$ cat config.mk
export PLATFORM = sky130hd
export DESIGN_NAME = fetch_sequencer
export DESIGN_NICKNAME = d
export VERILOG_FILES = /design/src/rtl/fetch_sequencer.sv
export SDC_FILE = /design/constraint.sdc
export NUM_CORES = 1
export LEC_CHECK = 0
export CORE_MARGIN = 4
export CORE_UTILIZATION = 49
export DETAILED_ROUTE_END_ITERATION = 16
export PLACE_DENSITY = 0.81
export SYNTH_ARGS = -nofsm -noshare
export SYNTH_HDL_FRONTEND = slang
export SYNTH_SLANG_ARGS = --single-unit
$ cat constraint.sdc
create_clock -name CLOCK_50 -period 3.7 [get_ports CLOCK_50]
set_input_delay 1.11 -clock CLOCK_50 [delete_from_list [all_inputs] [get_ports CLOCK_50]]
set_output_delay 1.11 -clock CLOCK_50 [all_outputs]
set_load 0.005 [all_outputs]
$ cat src/rtl/fetch_sequencer.sv
// Instruction-fetch initiator: one-cycle program-memory read, decode, valid/done issue, ARC-style branches, halt on all-zero word.
// Optional retired-instruction counter behind FETCH_RETIRE_CNT_EN. Latency: 3+ cycles per instruction, 3 per branch; stalls in S_ISSUE until Exec_Done.
module fetch_sequencer #(
  parameter int                     DATAWIDTH_BUS = 32,
  parameter logic [DATAWIDTH_BUS-1:0] RESET_PC    = 'h0000_0800
) (
  input  logic                     CLOCK_50,
  input  logic                     RESET_InLow,
  output logic                     RD,
  output logic                     WR,
  output logic [DATAWIDTH_BUS-1:0] BusDirecciones,
  input  logic [DATAWIDTH_BUS-1:0] BusDatos,
  output logic [DATAWIDTH_BUS-1:0] IR,
  output logic                     IR_Valid,
  input  logic                     Exec_Done,
  input  logic                     CC_N,
  input  logic                     CC_Z,
  input  logic                     CC_V,
  input  logic                     CC_C,
`ifdef FETCH_RETIRE_CNT_EN
  output logic [31:0]              Retired_Count,
`endif
  output logic [DATAWIDTH_BUS-1:0] PC,
  output logic                     Halted
);

  typedef enum logic [2:0] {
    S_FETCH  = 3'd0,
    S_DECODE = 3'd1,
    S_ISSUE  = 3'd2,
    S_BRANCH = 3'd3,
    S_HALT   = 3'd4
  } state_t;

  state_t                   state, stateNext;
  logic [DATAWIDTH_BUS-1:0] pcNext, irNext, pcPlus4, branchTarget;
  logic                     isBranch, takeBranch, retireNow;

  assign pcPlus4      = PC + DATAWIDTH_BUS'(4);
  assign branchTarget = PC + {{(DATAWIDTH_BUS-22){IR[21]}}, IR[21:0]};
  assign isBranch     = (IR[31:30] == 2'b00) && (IR[24:22] == 3'b010);

  always_comb begin
    takeBranch = 1'b0;
    unique case (IR[28:25])
      4'b1000: takeBranch = 1'b1;
      4'b0001: takeBranch = CC_Z;
      4'b0101: takeBranch = CC_C;
      4'b0110: takeBranch = CC_N;
      4'b0111: takeBranch = CC_V;
      default: takeBranch = 1'b0;
    endcase
  end

  always_comb begin
    stateNext = state;
    pcNext    = PC;
    irNext    = IR;
    retireNow = 1'b0;
    RD        = 1'b0;
    IR_Valid  = 1'b0;
    Halted    = 1'b0;
    unique case (state)
      S_FETCH: begin
        RD        = 1'b1;
        irNext    = BusDatos;
        stateNext = S_DECODE;
      end
      S_DECODE: begin
        if (IR == '0)
          stateNext = S_HALT;
        else if (isBranch)
          stateNext = S_BRANCH;
        else
          stateNext = S_ISSUE;
      end
      S_ISSUE: begin
        IR_Valid = 1'b1;
        if (Exec_Done) begin
          pcNext    = pcPlus4;
          retireNow = 1'b1;
          stateNext = S_FETCH;
        end
      end
      S_BRANCH: begin
        pcNext    = takeBranch ? branchTarget : pcPlus4;
        retireNow = 1'b1;
        stateNext = S_FETCH;
      end
      S_HALT: begin
        Halted = 1'b1;
      end
      default: stateNext = S_FETCH;
    endcase
  end

  assign WR             = 1'b0;
  assign BusDirecciones = RD ? PC : '0;

  always_ff @(posedge CLOCK_50) begin
    if (!RESET_InLow) begin
      state <= S_FETCH;
      PC    <= RESET_PC;
      IR    <= '0;
    end else begin
      state <= stateNext;
      PC    <= pcNext;
      IR    <= irNext;
    end
  end

`ifdef FETCH_RETIRE_CNT_EN
  // Saturating count of instructions leaving S_ISSUE or S_BRANCH.
  always_ff @(posedge CLOCK_50) begin
    if (!RESET_InLow)
      Retired_Count <= '0;
    else if (retireNow && (Retired_Count != 32'hFFFF_FFFF))
      Retired_Count <= Retired_Count + 32'd1;
  end
`else
  logic unusedRetire;
  assign unusedRetire = retireNow;
`endif

endmodule

==> results of run 1 <==
## cell type report
type	instances	area share, %
flip-flops and latches	67	19.9
clock buffers	10	1.89
multi-input cells	565	52.4
clock inverters	6	0.724
inverters	8	0.464
repair buffers	152	22.1
well taps	133	2.47
## cell usage in the layout, fill, tap and decap left out, drive strengths merged, types with 9 or more instances in the layout
| master | instances |
|---|---|
| a21oi | 54 |
| clkbuf | 10 |
| a21o | 16 |
| nand2 | 113 |
| nand3 | 23 |
| and2 | 35 |
| ha | 32 |
| xor2 | 14 |
| nor4 | 9 |
| buf | 16 |
| nor2 | 39 |
| a21boi | 36 |
| dfxtp | 67 |
| nand2b | 9 |
| nor2b | 11 |
| clkdlybuf4s50 | 136 |
| xnor2 | 11 |
| inv | 9 |
| nor3 | 9 |
| and3 | 13 |
| o21ai | 35 |
| nand4 | 16 |
## power by group through the flow
stage                     clock (uW)  sequential (uW)  combinational, uW
after CTS                        590              825                496
final                            585              827                495
after global placement             0              840                478
after detailed placement           0              842                491
after global routing             623              833                544
after floorplan                    0              826                259
## layer usage
| layer | global-route usage [%] | part of all wire (%) | up-vias |
|---|---|---|---|
| met4 | 11.0 | 2.8 | 0 |
| met2 | 49.2 | 48 | 249 |
| met1 | 36.4 | 42 | 2662 |
| li1 | - | - | 2705 |
| met3 | 4.52 | 7.4 | 49 |
| met5 | 0 | 0 | - |
## path summary, 6_finish.rpt
path / startpoint / end / slack [ps]
hold / removal: IR[24] / IR[24] / 490
hold reg to reg: IR[24] / IR[24] / 490
setup reg to reg: PC[0] / PC[28] / 630
setup / recovery: state[0] / BusDirecciones[9] / 270
## per-stage QoR
stage | power [uW] | utilization [%] | hold slack, ps | setup WS [ps] | std cells
after floorplan | 1090 | - | 472 | 902 | 674
after global placement | 1320 | 66.3 | 470 | 517 | 925
after detailed placement | 1330 | 66.3 | 485 | 369 | 925
after CTS | 1910 | 68.0 | 495 | 219 | 941
after global routing | 2000 | 68.0 | 517 | 133 | 941
final | 1910 | 68.0 | 493 | 267 | 941
## critical path: stages (launching register included)
cell and delay, ps:
dfxtp_1 400, or3_1 450, clkinv_2 250, buf_12 210
and2_1 150, clkdlybuf4s50_1 510
## sequential cells by signal, summed over array words and instances (netlist names)
name / count
IR: 32
state: 3
PC: 32
## cells by family after synthesis
logic type	Yosys count
XOR/XNOR	25
buffers and inverters	42
other	1
flip-flops	67
adder cells (fa/ha/maj)	33
multiplexers	4
AO/OA/AOI/OAI	204
AND/OR/NAND/NOR	298
## timing repair
| action | CTS | global route |
|---|---|---|
| resized for setup | 1 | 0 |
| hold endpoints to repair | 0 | 0 |
| setup endpoints to repair | 8 | 0 |
==> results.yml, run 1 <==
status:
  outcome: "finished clean"
synth:
  synth.distinct_cells: 64
  synth_simple_gate_area_share_pct: 29.2
  synth_edf_count: 0
  ys_top_cells_by_area: "dfxtp_1 27%, nand2_1 8.4%, ha_1 7.9%"
  synth_common_cells: "113 x nand2_1, 67 x dfxtp_1, 53 x a21oi_1, 39 x nor2_1, 36 x a21boi_0"
  synth_top_family_by_area: "simple AND/OR/NAND/NOR gates"
  syn_nets: 746
  yosysMostFrequentCell: "nand2_1"
  synth_seq_cells: 67
  synth_mux_area_share_pct: 0.819
  ys_seq_area_share_pct: 26.6
  synthXorXnorAreaFrac_pct: 4.34
  syn_avg_cell_area_um2: 7.48
  synth_top_area_share_pct: 26.6
  async_reset_ff_share_pct: 0
  synth_compound_area_share_pct: 27.4
  syn_inst: 674
  ys_warn_count: 0
  synth_adder_area_share_pct: 8.34
  yosysTopAreaCell: "dfxtp_1"
  netlist_area_um2: 5040
  ys.flop_type: "dfxtp_1"
place:
  place_area_um2: 6570
  io_buffers: 137
  place_congestion: 0.955
  dp_hpwl_mm: 12.4
routing:
  drc: 0
  viasPerCell: 6.02
  wire_per_inst_um: 18.0
  wirelength_mm: 16.9
  first_iter_violations: 423
  vias: 5665
  drtAntennaViolNets: 0
  dr.pass1.iters: 5
clock_network:
  cts_hold_buf: 0
  cts-root-buf: "clkbuf_8"
  clockBufferDepth: 2
  cts_sinks: 67
  cts_tree: "done"
  postCtsSetupBuffers: 0
  clk_latency_ps: 360
  clkSlewWorstSetupHoldPaths_ps: 70
  cts.htree.levels: 3
  numCtsBuffers: 9
hold_path:
  holdCritPathClass: "reg -> reg"
  hold_depth: 2
sta:
  max_freq_mhz: 291
  fin_crit_sh_pct: 92.8
  min_period_ps: 3430
  maxSlewViolCount: 0
  timing_hold_violations_final: 0
  tns_ps: 0
  rsz0062_at_grt: "no"
  maxSlewHeadroom_pct: 51.0
  final.setup_skew_ps: 14.3
  setup_viol: 0
  worst_pin_slew_ps: 736
power:
  power.density_nw_per_um2: 283
  p_int_uw: 1250
  comb_power_share_pct: 26.0
  pwr-share-clk_pct: 30.7
  p_sw_uw: 658
  p_sw_share_pct: 34.5
  peakVddDrop_v: 0.000192
  pwr-share-seq_pct: 43.3
  leakage_uw: 0.00275
worst_setup_path:
  worstSetupStartpointType: "flip-flop"
  reg2reg_depth: 12
  critPathArrivalTime_ps: 2320
  end_kind: "output port"
  path_max_fanout: 31
  crit_type: "reg -> out"
  required_ps: 2590
global_route:
  grt.total_usage_pct: 28.8
  grt_max_degree: 38
  grt_pass1_wl_mm: 27.3
  gr-total-overflow: 0
  antenna_found_initial: 0
  grt_pass1_vias: 5539
cells_and_area:
  seqCellArea_um2: 1340
  num_antenna_cells: 0
  multiInputGateArea_um2: 3540
  finalInstanceArea_um2: 6740
  nFillCells: 853
  syn2layout_area_growth_pct: 33.8
  nNetsFinal: 875
  drive_above_1_share_pct: 5.32
floorplanning:
  coreArea_um2: 9910
  ios: 139
  floorplan.initialDensity_pct: 50.9
  rows: 36
  die_h_um: 109
  die_w_um: 109
  dieArea_um2: 12000
flow_run:
  cap_viol_max_count: 0
(Power assumes the default switching activity.)
==> run 2: changes to the inputs <==
--- a/config.mk
+++ b/config.mk
@@ -5,10 +5,11 @@
 export SDC_FILE = /design/constraint.sdc
 export NUM_CORES = 1
 export LEC_CHECK = 0
+export ABC_AREA = 1
 export CORE_MARGIN = 4
-export CORE_UTILIZATION = 49
+export CORE_UTILIZATION = 51
 export DETAILED_ROUTE_END_ITERATION = 16
-export PLACE_DENSITY = 0.81
+export PLACE_DENSITY = 0.82
 export SYNTH_ARGS = -nofsm -noshare
 export SYNTH_HDL_FRONTEND = slang
 export SYNTH_SLANG_ARGS = --single-unit
==> run 2 against run 1 <==
Net effect: design area up 13%; clock-buffer cell count unchanged; highest routed layer unchanged; sequential share of layout area is 2.3 points lower; first-iteration DRC count rose by 87%; cell count up 38%.
==> results.yml, run 2 <==
clock_network:
  numCtsBuffers: 9
  cts.htree.levels: 3
  cts_hold_buf: 0
  cts_resized: 0
  cts_sinks: 67
  clockBufferDepth: 2
  clk_latency_ps: 340
  cts_tree: "done"
  postCtsSetupBuffers: 0
  clkSlewWorstSetupHoldPaths_ps: 60
  cts-root-buf: "clkbuf_16"
synth:
  syn_nets: 1094
  netlist_area_um2: 5860
  synth_seq_cells: 67
  yosysTopAreaCell: "dfxtp_1"
  async_reset_ff_share_pct: 0
  ys.flop_type: "dfxtp_1"
  synth_edf_count: 0
  synth.distinct_cells: 40
  ys_top_cells_by_area: "dfxtp_1 23%, nand2_1 17%, nor2_1 11%"
  syn_avg_cell_area_um2: 5.73
  ys_warn_count: 0
  synth_common_cells: "259 x nand2_1, 173 x nor2_1, 142 x inv_1, 73 x o21ai_0, 71 x a21oi_1"
  syn_inst: 1022
  synth_top_area_share_pct: 22.9
  ys_seq_area_share_pct: 22.9
  yosysMostFrequentCell: "nand2_1"
sta:
  maxSlewViolCount: 0
  max_freq_mhz: 300
  fin_crit_sh_pct: 90.1
  timing_hold_violations_final: 0
  min_period_ps: 3330
  worst_pin_slew_ps: 667
  setup_viol: 0
  rsz0062_at_grt: "no"
  tns_ps: 0
  maxSlewHeadroom_pct: 55.5
  final.setup_skew_ps: 7.29
power:
  power.density_nw_per_um2: 327
  comb_power_share_pct: 29.2
  pwr-share-seq_pct: 36.1
  pwr-share-clk_pct: 34.7
  p_sw_uw: 841
  p_int_uw: 1660
  peakVddDrop_v: 0.000286
  p_sw_share_pct: 33.7
  leakage_uw: 0.00350
routing:
  dr.pass1.iters: 5
  wire_per_inst_um: 15.8
  drc: 0
  viasPerCell: 5.38
  wirelength_mm: 20.4
  drtAntennaViolNets: 0
  vias: 6957
  first_iter_violations: 791
global_route:
  grt_pass1_wl_mm: 32.6
  gr-total-overflow: 0
  grt_max_degree: 51
  grt_pass1_vias: 6336
  grt.total_usage_pct: 31.1
  antenna_found_initial: 0
floorplanning:
  ios: 139
  die_h_um: 115
  coreArea_um2: 11000
  die_w_um: 115
  floorplan.initialDensity_pct: 53.1
  dieArea_um2: 13300
  rows: 38
hold_path:
  min_to: "IR[23]"
  hp-start: "IR[23]"
  hold_depth: 2
  holdCritPathClass: "reg -> reg"
cells_and_area:
  fin_util_pct: 69.3
  final_common_cell: "nand2_1"
  seqCellArea_um2: 1340
  stdcell_count: 1294
  multiInputGateArea_um2: 3840
  nFillCells: 1008
  mostFrequentLayoutCells: "259 x nand2_1, 173 x nor2_1, 142 x inv_1"
  syn2layout_area_growth_pct: 30.6
  reg_top3: "IR: 32 flops, PC: 32 flops, state: 3 flops"
  num_antenna_cells: 0
  nNetsFinal: 1221
  drive_above_1_share_pct: 3.73
  finalInstanceArea_um2: 7640
worst_setup_path:
  critPathArrivalTime_ps: 2220
  crit_type: "reg -> out"
  reg2reg_depth: 15
  end_kind: "output port"
  reg2reg_slack_ps: 1180
  r2r-start: "IR[0]"
  worstSetupStartpointType: "flip-flop"
  path_max_fanout: 33
  required_ps: 2590
  r2r_end: "PC[30]"
place:
  place_congestion: 0.970
  dp_hpwl_mm: 15.9
  dpl.cell_count: 1278
  place_area_um2: 7340
  io_buffers: 137
status:
  outcome: "finished clean"
flow_run:
  cap_viol_max_count: 0
-- run 2: worst max path at each step --
stage / start / endpoint / slack [ps] / cells past startpoint
floorplan: state[0] / BusDirecciones[21] / 1330 / 7
global placement: CC_C / PC[18] / 700 / 12
detailed placement: CC_C / PC[18] / 640 / 12
CTS: state[0] / BusDirecciones[4] / 370 / 7
global route: state[0] / BusDirecciones[4] / 230 / 7
finish: state[0] / BusDirecciones[4] / 370 / 7
-- run 2: final cells by class --
class | instances | area share [%]
multi-input cells | 778 | 50.2
inverters | 148 | 7.27
well taps | 140 | 2.29
repair buffers | 145 | 18.7
clock buffers | 10 | 3.13
clock inverters | 6 | 0.851
flip-flops and latches | 67 | 17.5
-- run 2: routing by layer --
layer	GRT usage [%]	part of all wire, %
met1	44.4	44
met2	47.0	43
met3	7.32	11
met4	8.14	1.6
met5	0	0
-- run 2: power by group through the flow --
| stage | Clock, uW | Sequential (uW) | Combinational (uW) |
|---|---|---|---|
| 2_1_floorplan | 0 | 870 | 406 |
| 3_3_place_gp | 0 | 910 | 715 |
| 3_5_place_dp | 0 | 909 | 715 |
| 4_1_cts | 868 | 895 | 723 |
| 5_1_grt | 898 | 909 | 813 |
| 6_report | 866 | 902 | 728 |
-- run 2: worst max-delay path, stage by stage, from the launching register on --
cell             delay, ps
dfxtp_1                330
nor2_1                 130
inv_1                   70
nor2_1                 150
inv_2                  180
buf_4                  290
nor2_1                 180
clkdlybuf4s50_1        550
-- run 2: kinds of logic after synthesis --
logic type	share of synthesized area [%]
fa+ha+maj	7.18
other cells	0.0640
xor+xnor	2.99
compound gates	15.3
buf+inv	11.6
simple gates	40.0
flops	22.9
-- run 2: through the flow --
stage | worst slack (ps) | power, uW | hold slack, ps
2_1_floorplan | 1330 | 1280 | 473
3_3_place_gp | 703 | 1630 | 480
3_5_place_dp | 637 | 1620 | 485
4_1_cts | 366 | 2490 | 500
5_1_grt | 232 | 2620 | 527
6_report | 367 | 2500 | 500
==> run 3: changes to the inputs <==
--- a/config.mk
+++ b/config.mk
@@ -7,9 +7,9 @@
 export LEC_CHECK = 0
 export ABC_AREA = 1
 export CORE_MARGIN = 4
-export CORE_UTILIZATION = 51
+export CORE_UTILIZATION = 50
 export DETAILED_ROUTE_END_ITERATION = 16
-export PLACE_DENSITY = 0.82
+export PLACE_DENSITY = 0.8
 export SYNTH_ARGS = -nofsm -noshare
 export SYNTH_HDL_FRONTEND = slang
 export SYNTH_SLANG_ARGS = --single-unit
==> run 3 against run 2 <==
Net effect: via count is 0.59% lower; clock power grew 9.7%; maximum frequency up 6.2%; combinational power is essentially flat; clock skew up 0.60 ps; core utilization fell by 2.1 points; sequential power barely moved; sequential cell count unchanged; cell count is 0.15% higher; worst hold slack got worse by 0.76 ps; critical endpoint is now BusDirecciones[11]; largest cell class unchanged; largest power group is now clock.
==> results.yml, run 3 (synthesis gave the netlist of run 2 again) <==
place:
  io_buffers: 137
  dp_hpwl_mm: 16.0
  place_area_um2: 7340
  dpl.cell_count: 1280
  place_congestion: 0.972
  dp_slack_ps: 683
global_route:
  antenna_found_initial: 0
  grt_max_degree: 51
  grt_pass1_wl_mm: 32.3
  gr-total-overflow: 0
  grt.total_usage_pct: 30.5
  grt_pass1_vias: 6333
sta:
  tns_ps: 0
  maxSlewHeadroom_pct: 54.4
  max_freq_mhz: 319
  fin_ws_ps: 561
  setup_viol: 0
  rsz0062_at_grt: "no"
  maxSlewViolCount: 0
  timing_hold_violations_final: 0
  fin_crit_sh_pct: 84.9
  min_period_ps: 3140
  final.setup_skew_ps: 7.89
  worst_pin_slew_ps: 682
worst_setup_path:
  reg2reg_depth: 15
  crit_path_cell_trace: "nor2_1 > inv_1 > nor2_1 > inv_2 > nor2_1 > clkdlybuf4s50_1"
  critical_path.slowest_cell: "clkdlybuf4s50_1"
  path_max_fanout: 41
  cp_slowest_stage_delay_ps: 560
  critPathMostFrequentCell: "nor2_1"
  required_ps: 2590
  path_buf_inv: 3
  worstSetupStartpointType: "flip-flop"
  critPathArrivalTime_ps: 2030
  crit_type: "reg -> out"
  end_kind: "output port"
  crit_family: "buffers and inverters"
  cp.depth: 6
status:
  outcome: "finished clean"
clock_network:
  clk_latency_ps: 330
  clkSlewWorstSetupHoldPaths_ps: 60
  cts-root-buf: "clkbuf_16"
  cts_resized: 0
  numCtsBuffers: 9
  clockBufferDepth: 2
  postCtsSetupBuffers: 0
  cts_sinks: 67
  cts_tree: "done"
  cts.htree.levels: 3
  cts_hold_buf: 0
power:
  power.density_nw_per_um2: 336
  p_int_uw: 1720
  pwr-share-seq_pct: 35.0
  p_sw_share_pct: 33.4
  p_sw_uw: 860
  pwr-share-clk_pct: 36.9
  leakage_uw: 0.00351
  comb_power_share_pct: 28.2
  peakVddDrop_v: 0.000314
hold_path:
  hold_depth: 2
  holdCritPathClass: "reg -> reg"
cells_and_area:
  num_antenna_cells: 0
  syn2layout_area_growth_pct: 31.0
  drive_above_1_share_pct: 3.64
  nNetsFinal: 1220
  finalInstanceArea_um2: 7670
  stdcell_count: 1296
  final_common_cell: "nand2_1"
  mostFrequentLayoutCells: "259 x nand2_1, 173 x nor2_1, 142 x inv_1"
  reg_top3: "IR: 32 flops, PC: 32 flops, state: 3 flops"
  nFillCells: 1056
routing:
  wirelength_mm: 20.4
  dr.pass1.iters: 6
  vias: 6916
  drtAntennaViolNets: 0
  wire_per_inst_um: 15.8
  viasPerCell: 5.34
  drc: 0
  first_iter_violations: 767
floorplanning:
  die_h_um: 116
  ios: 139
  coreArea_um2: 11400
  die_w_um: 116
  dieArea_um2: 13500
  rows: 39
  floorplan.initialDensity_pct: 51.3
flow_run:
  cap_viol_max_count: 0
-- run 3: metrics by stage --
| step | power, uW | hold slack (ps) | util, % |
|---|---|---|---|
| 6_report | 2580 | 499 | 67.2 |
| 2_1_floorplan | 1280 | 473 | - |
| 3_5_place_dp | 1620 | 485 | 64.3 |
| 5_1_grt | 2700 | 515 | 67.2 |
| 4_1_cts | 2580 | 498 | 67.2 |
| 3_3_place_gp | 1620 | 482 | 64.3 |
-- run 3: worst min-delay path: stages (launching register included) --
cell and delay, ps:
dfxtp_1 330, inv_1 70, a21oi_1 60
-- run 3: final timing paths --
kind	startpoint	to	slack, ps
worst max-delay path	state[0]	BusDirecciones[11]	560
worst min register to register	PC[0]	PC[0]	500
worst max register to register	IR[0]	PC[30]	1190
worst min-delay path	PC[0]	PC[0]	500
-- run 3: final cells by class --
type | instances | area (um^2) | share of cell area (%)
Multi-Input combinational cell | 778 | 3840 | 50.0
Timing Repair Buffer | 144 | 1420 | 18.6
Sequential cell | 67 | 1340 | 17.5
Inverter | 148 | 556 | 7.24
Clock buffer | 9 | 225 | 2.94
Tap cell | 143 | 179 | 2.33
Clock inverter | 7 | 106 | 1.39
-- run 3: metal layers --
layer	track usage, %	wire length, um
met3	9.53	2300
met4	6.57	326
met2	47.4	8950
met5	0	0
met1	41.6	8850
-- run 3: power by group through the flow --
stage	clock (uW)	sequential, uW	combinational (uW)
3_5_place_dp	0	909	715
2_1_floorplan	0	870	406
5_1_grt	985	910	809
4_1_cts	959	895	722
6_report	950	902	726
3_3_place_gp	0	910	712
